$ cat src/rtl/fp_arbiter.sv
// Round-robin arbiter sharing one fpUnit among NUM_REQ effect blocks.
// Latches the grantee's operands and routes done/result back to it only.
module fp_arbiter #(
  parameter int NUM_REQ = 4,
  parameter int OWNER_W = 2,
  parameter int TIMEOUT = 1023
) (
  input  logic                   clk,
  input  logic                   rst,
  input  logic [NUM_REQ-1:0]     req_clk_en,
  input  logic [32*NUM_REQ-1:0]  req_dataa,
  input  logic [32*NUM_REQ-1:0]  req_datab,
  input  logic [3*NUM_REQ-1:0]   req_operation,
  output logic [NUM_REQ-1:0]     req_done,
  output logic [31:0]            req_result,
  output logic [31:0]            fp_dataa,
  output logic [31:0]            fp_datab,
  output logic [2:0]             fp_operation,
  output logic                   fp_clk_en,
  input  logic                   fp_done,
  input  logic [31:0]            fp_result,
  output logic                   busy,
  output logic [OWNER_W-1:0]     owner,
  output logic                   timeout_err
);

  localparam int WD_W = (TIMEOUT > 1) ? $clog2(TIMEOUT + 1) : 1;
  localparam logic [WD_W-1:0] WD_MAX = WD_W'(TIMEOUT);

  typedef enum logic [1:0] {IDLE, BUSY, RELEASE} state_t;

  state_t state, state_nx;
  logic [OWNER_W-1:0] rr_ptr, win, idx, rr_nx;
  logic [NUM_REQ-1:0] cand, own_oh;
  logic               found, grant, tmo, done_hit;
  logic [31:0]        a_q, b_q;
  logic [2:0]         op_q;
  logic [WD_W-1:0]    wd, wd_now;
  logic               tmo_hit;

  logic [31:0] a_arr [NUM_REQ];
  logic [31:0] b_arr [NUM_REQ];
  logic [2:0]  o_arr [NUM_REQ];

  for (genvar g = 0; g < NUM_REQ; g++) begin : g_slice
    assign a_arr[g] = req_dataa[32*g +: 32];
    assign b_arr[g] = req_datab[32*g +: 32];
    assign o_arr[g] = req_operation[3*g +: 3];
  end

  // Previous owner sits out the RELEASE cycle so others get a turn.
  always_comb begin
    cand  = req_clk_en;
    found = 1'b0;
    win   = '0;
    idx   = '0;
    if (state == RELEASE) cand[owner] = 1'b0;
    for (int k = 0; k < NUM_REQ; k++) begin
      idx = OWNER_W'((int'(rr_ptr) + k) % NUM_REQ);
      if (!found && cand[idx]) begin
        found = 1'b1;
        win   = idx;
      end
    end
  end

  assign rr_nx   = OWNER_W'((int'(win) + 1) % NUM_REQ);
  assign wd_now  = wd + 1'b1;
  assign tmo_hit = (TIMEOUT != 0) && (wd_now == WD_MAX);
  assign own_oh  = NUM_REQ'(1) << owner;

  always_comb begin
    state_nx = state;
    grant    = 1'b0;
    tmo      = 1'b0;
    done_hit = 1'b0;
    unique case (state)
      IDLE, RELEASE: begin
        if (found) begin
          state_nx = BUSY;
          grant    = 1'b1;
        end else begin
          state_nx = IDLE;
        end
      end
      BUSY: begin
        if (fp_done) begin
          done_hit = 1'b1;
          state_nx = RELEASE;
        end else if (!req_clk_en[owner]) begin
          state_nx = IDLE;
        end else if (tmo_hit) begin
          tmo      = 1'b1;
          done_hit = 1'b1;
          state_nx = RELEASE;
        end
      end
      default: state_nx = IDLE;
    endcase
  end

  always_ff @(posedge clk or posedge rst) begin
    if (rst) begin
      state       <= IDLE;
      owner       <= '0;
      rr_ptr      <= '0;
      a_q         <= '0;
      b_q         <= '0;
      op_q        <= '0;
      wd          <= '0;
      timeout_err <= 1'b0;
    end else begin
      state <= state_nx;
      if (grant) begin
        owner  <= win;
        rr_ptr <= rr_nx;
        a_q    <= a_arr[win];
        b_q    <= b_arr[win];
        op_q   <= o_arr[win];
        wd     <= '0;
      end else if (state == BUSY) begin
        wd <= wd_now;
      end
      if (tmo) timeout_err <= 1'b1;
    end
  end

  assign busy         = (state == BUSY);
  assign fp_clk_en    = (state == BUSY);
  assign fp_dataa     = a_q;
  assign fp_datab     = b_q;
  assign fp_operation = op_q;
  assign req_done     = done_hit ? own_oh : '0;
  assign req_result   = tmo ? 32'h0 : fp_result;

endmodule
$ cat config.mk
export PLATFORM = sky130hd
export DESIGN_NAME = fp_arbiter
export DESIGN_NICKNAME = d
export VERILOG_FILES = /design/src/rtl/fp_arbiter.sv
export SDC_FILE = /design/constraint.sdc
export NUM_CORES = 1
export LEC_CHECK = 0
export CAP_MARGIN = 10
export CORE_AREA = 2 2 163 165
export DETAILED_ROUTE_END_ITERATION = 16
export DIE_AREA = 0 0 165 167
export PLACE_DENSITY = 0.65
export SYNTH_ARGS = -nofsm -noshare
export SYNTH_HDL_FRONTEND = slang
export SYNTH_SLANG_ARGS = --single-unit
$ cat constraint.sdc
create_clock -name clk -period 4.35 [get_ports clk]
set_clock_uncertainty 0.2 [all_clocks]
set_input_delay 0.435 -clock clk [delete_from_list [all_inputs] [get_ports clk]]
set_output_delay 0.435 -clock clk [all_outputs]
set_load 0.01 [all_outputs]
# == After elaboration in Yosys (flattened, before gate mapping) ==
# Cells that the tools add are included.
# word_totals
regBits,84
inputBits,307
word_cells,85
# op_classes
addsub,5
order_cmp,7
eq_ne,4
shifts,1
muxes,47
bitwise,3
n_reduce_logical,10
# op_table
op,count
two-way mux 32 bit,5
binary-select mux 32 bit (select 2 bit),2
two-way mux 10 bit,2
two-way mux 1 bit,19
"less-than comparator 2 x 3 -> 1 bit, second input constant",5
two-way mux 2 bit,7
"adder 10 x 1 -> 10 bit, second input constant",1
binary-select mux 1 bit (select 2 bit),5
"equality test 10 bit, second input constant",1
two-way mux 4 bit,2
binary-select mux 3 bit (select 2 bit),1
two-way mux 3 bit,2
"adder 2 x 1 -> 2 bit, second input constant",2
"adder 2 bit, second input constant",2
bitwise AND 4 bit,1
logical AND 1 bit,4
"!= test 4 bit, second input constant",1
NOT 4 bit,1
one-hot mux 2 bit (2 select lines),1
"left shift 1 x 2 -> 4 bit, first input constant",1
"greater-or-equal comparator 3 bit, second input constant",1
zero test 1 bit,3
NOT 2 -> 3 bit,1
demux 1 bit (select 2 bit),1
6 further kinds,6

# == Longest topological paths before layout ==
# logic_depth
ltp_word,23
mapped_depth,9
mapped_depth_nobuf,6

# == Least setup slack after synthesis ==
# Ideal clock, no wire load.
# synth_timing
path_type,flip-flop to output port
startpoint,reg wd[0]
endpoint,out req_done[1]
arrival_ns,2.120
required_ns,3.715
setup_slack_ns,1.595
path_stages_with_launch,7
path_cell_list,dfrtp_1 -> ha_1 -> and2_1 -> xnor2_1 -> or4_1 -> o31a_1 -> nor3b_1
# synth_via
elab_chain_len,7
# synth_lines
item,line,rtl
from (decl),38,"logic [WD_W-1:0] wd, wd_now;"
from (signal assigned),122,wd <= wd_now;
adder 10 x 1 -> 10 bit,68,assign wd_now = wd + 1'b1;
equality test 10 bit,69,assign tmo_hit = (TIMEOUT != 0) && (wd_now == WD_MAX);
two-way mux 1 bit,92,end else if (tmo_hit) begin
two-way mux 1 bit,90,end else if (!req_clk_en[owner]) begin
two-way mux 1 bit,87,if (fp_done) begin
two-way mux 1 bit,77,unique case (state)
two-way mux 4 bit,133,assign req_done = done_hit ? own_oh : '0;
to (decl),14,"output logic [NUM_REQ-1:0] req_done,"
# Every way passes these cells.

# == Worst setup path after layout ==
# Ends and elaborated chain as after synthesis.

==> metrics.csv <==
stage,metric,value,unit
status,outcome,"complete, no violations",
synthesis,yosys-top-cells-count,"a211oi_1 (125), dfrtp_1 (84), nor2_1 (80)",
synthesis,syn_area_per_cell,9.299,um^2
synthesis,synth_edf_count,0,
critical_path,path_max_fanout,5,
critical_path,crit_path_end,req_done[1],
timing,rsz0062_at_grt,no,
drt,vias_per_cell,4.742,
timing,hold_viol,0,
critical_path,r2r_start,owner[0]$_DFFE_PP0P_,
floorplanning,ios,415,
critical_path,crit_required,3710,ps
synthesis,synth.most_common_cell,a211oi_1,
global_route,grt_max_degree,79,
power_and_ir_drop,peakVddDrop,0.0004038,V
cts,cts_buffer_depth,2,
layout,final_core_util,0.4061,
critical_path,endpoint_kind,primary output,
hold_path,worstHoldStart,timeout_err$_DFFE_PP0P_,
timing,worst_pin_slew,984.0,ps
place,hpwl,17470,um
drt,drt-wirelength-per-cell,17.47,um
synthesis,yosysWarnings,0,
place,dpl.cell_count,1316,
synthesis,ys_seq_elements,84,
synthesis,synth-main-ff-cell,dfrtp_1,
synthesis,synth_cells,611,
flow_run,drv_cap,0,
place,dpl_cell_area,10140,um^2
layout,diodes,0,
drt,drc,0,
layout,final_cell_area,10460,um^2
critical_path,arrival,3020,ps
place,place_congestion,0.7643,
critical_path,critPathKind,reg -> out,
drt,dr.pass1.iters,4,
synthesis,synth-seq-area-share,0.3700,
floorplanning,core_area,25760,um^2
global_route,track_usage,0.1646,
hold_path,min_path_type,reg -> reg,
power_and_ir_drop,finalPower,5.558,mW
cts,cts.sinks,84,
cts,clk_pin_slew_worst_paths,60,ps
floorplanning,die_w,165,um
layout,syn_to_final_growth,84.14,%
timing,finalSetupViolations,0,
drt,routed_wl,23270,um
cts,clk-insertion-delay-late,340,ps
global_route,grt_use_met1,0.1939,
critical_path,r2r_slack,890,ps
layout,multi_input_area,3318,um^2
cts,cts_max_level,3,
floorplanning,dieArea,27560,um^2
synthesis,synth_top_area_cell,dfrtp_1,
layout,nFillCells,2600,
timing,min_period_over_period,0.8411,
synthesis,ys_types,50,
critical_path,worstReg2RegEnd,fp_datab[1]$_DFFE_PP0P_,
cts,post_cts_buffers,0,
synthesis,synth_area_leaders,"dfrtp_1 (37%), a211oi_1 (17%), mux2i_1 (12%)",
layout,nets,1301,
global_route,gr-total-overflow,0,
timing,relSlewSlack,0.3440,
power_and_ir_drop,power.leakage,4.250,nW
global_route,use_met2,0.2904,
timing,period_minus_slack,3659,ps
drt,ant_nets,0,
cts,postCtsResizedCells,0,
floorplanning,num_rows,59,
critical_path,startpoint_type,flop,
layout,seqCellArea,2102,um^2
global_route,grt_pass1_wl,35410,um
cts,cts_buffers,9,
global_route,grt_use_met3,0.05106,
synthesis,yosysTopAreaCellShare,0.3700,
power_and_ir_drop,power_density,531.3,nW/um^2
synthesis,synthesis.nets,920,
cts,root_buffer,clkbuf_16,
layout,drive_above_1_share,0.05115,
global_route,busiest_layer,met2,
synthesis,netlist_area,5682,um^2
layout,final_cells,1332,
floorplanning,fp.dieH,167,um
cts,cts_hold_buffers,0,
place,portBuffers,414,
global_route,grt_antenna_before_repair,0,
critical_path,reg2reg_depth,7,
drt,drt_iter0_drc,235,
timing,max_freq,273.3,MHz
timing,setup_tns,0,ps
critical_path,crit_start,wd[0]$_DFFE_PP0P_,
drt,via_count,6317,
synthesis,ys_async_sr_fraction,1.000,
global_route,grt_pass1_vias,6460,
timing,maxSlewViolCount,0,
floorplanning,initial_utilization,0.2205,
cts,cts_tree,done,
==> metrics by stage <==
step                      hold WS (ps)  worst slack, ps
after floorplan                  301.7             1550
after global placement           246.2            927.5
after detailed placement         256.8            888.9
after CTS                        274.1            653.0
after global routing             311.0            433.0
final                            271.1            691.2
==> how the worst min path moves through the flow <==
stage,cells past startpoint,to,slack (ps)
detailed placement,1,timeout_err$_DFFE_PP0P_,260
floorplan,1,wd[0]$_DFFE_PP0P_,300
global route,1,timeout_err$_DFFE_PP0P_,310
global placement,1,timeout_err$_DFFE_PP0P_,250
finish,1,timeout_err$_DFFE_PP0P_,270
CTS,1,timeout_err$_DFFE_PP0P_,270
==> kinds of logic after synthesis <==
logic type	after synthesis	synth area share
AND/OR/NAND/NOR	222	0.2096
buffers and inverters	64	0.05263
multiplexers	69	0.1238
AO/OA/AOI/OAI	161	0.2257
flip-flops	84	0.3700
adder cells (fa/ha/maj)	2	0.004404
XOR/XNOR	9	0.01387
==> per-layer routing <==
layer,part of all wire,vias to the layer above
li1,-,3043
met1,0.40,2935
met2,0.49,317
met3,0.089,22
met4,0.015,0
met5,0,-
==> layout by cell type, fill, tap and decap left out, types with 4 or more instances in the layout <==
cell and n:
xor2_1 6, nand2_1 11, nor2b_1 33, clkbuf_16 9
o21ai_1 4, a211oi_2 11, clkdlybuf4s50_1 414, dfrtp_1 84
a211oi_1 125, mux2i_1 68, and3_1 69, nor2_1 79
inv_1 5, buf_4 9
==> registers in the layout, indices dropped and copies added, names as in the netlist <==
register      cells
fp_datab         32
state             2
timeout_err       1
owner             2
fp_operation      3
fp_dataa         32
rr_ptr            2
wd               10
==> power breakdown <==
group	leakage [nW]	internal, mW	switching, mW	total, mW
clock	0.153	0.520	0.337	0.857
sequential	0.965	1.15	0.253	1.40
combinational	3.13	1.62	1.68	3.30
==> area by class of cell <==
type                            instances  area share
Clock buffer                           12     0.02356
Sequential cell                        84      0.2009
Tap cell                              335     0.04006
Timing Repair Buffer                  426      0.4083
Clock inverter                          4    0.006936
Multi-Input combinational cell        463      0.3171
Inverter                                8    0.003109
==> worst max-delay path, stage by stage (launching register included) <==
cell and delay, ps:
dfrtp_1 410, ha_1 270, and2_1 220, xnor2_1 130, or4_1 490, o31a_1 380, nor3b_1 200, clkdlybuf4s50_1 590
Power figures use the tool's default switching activity.
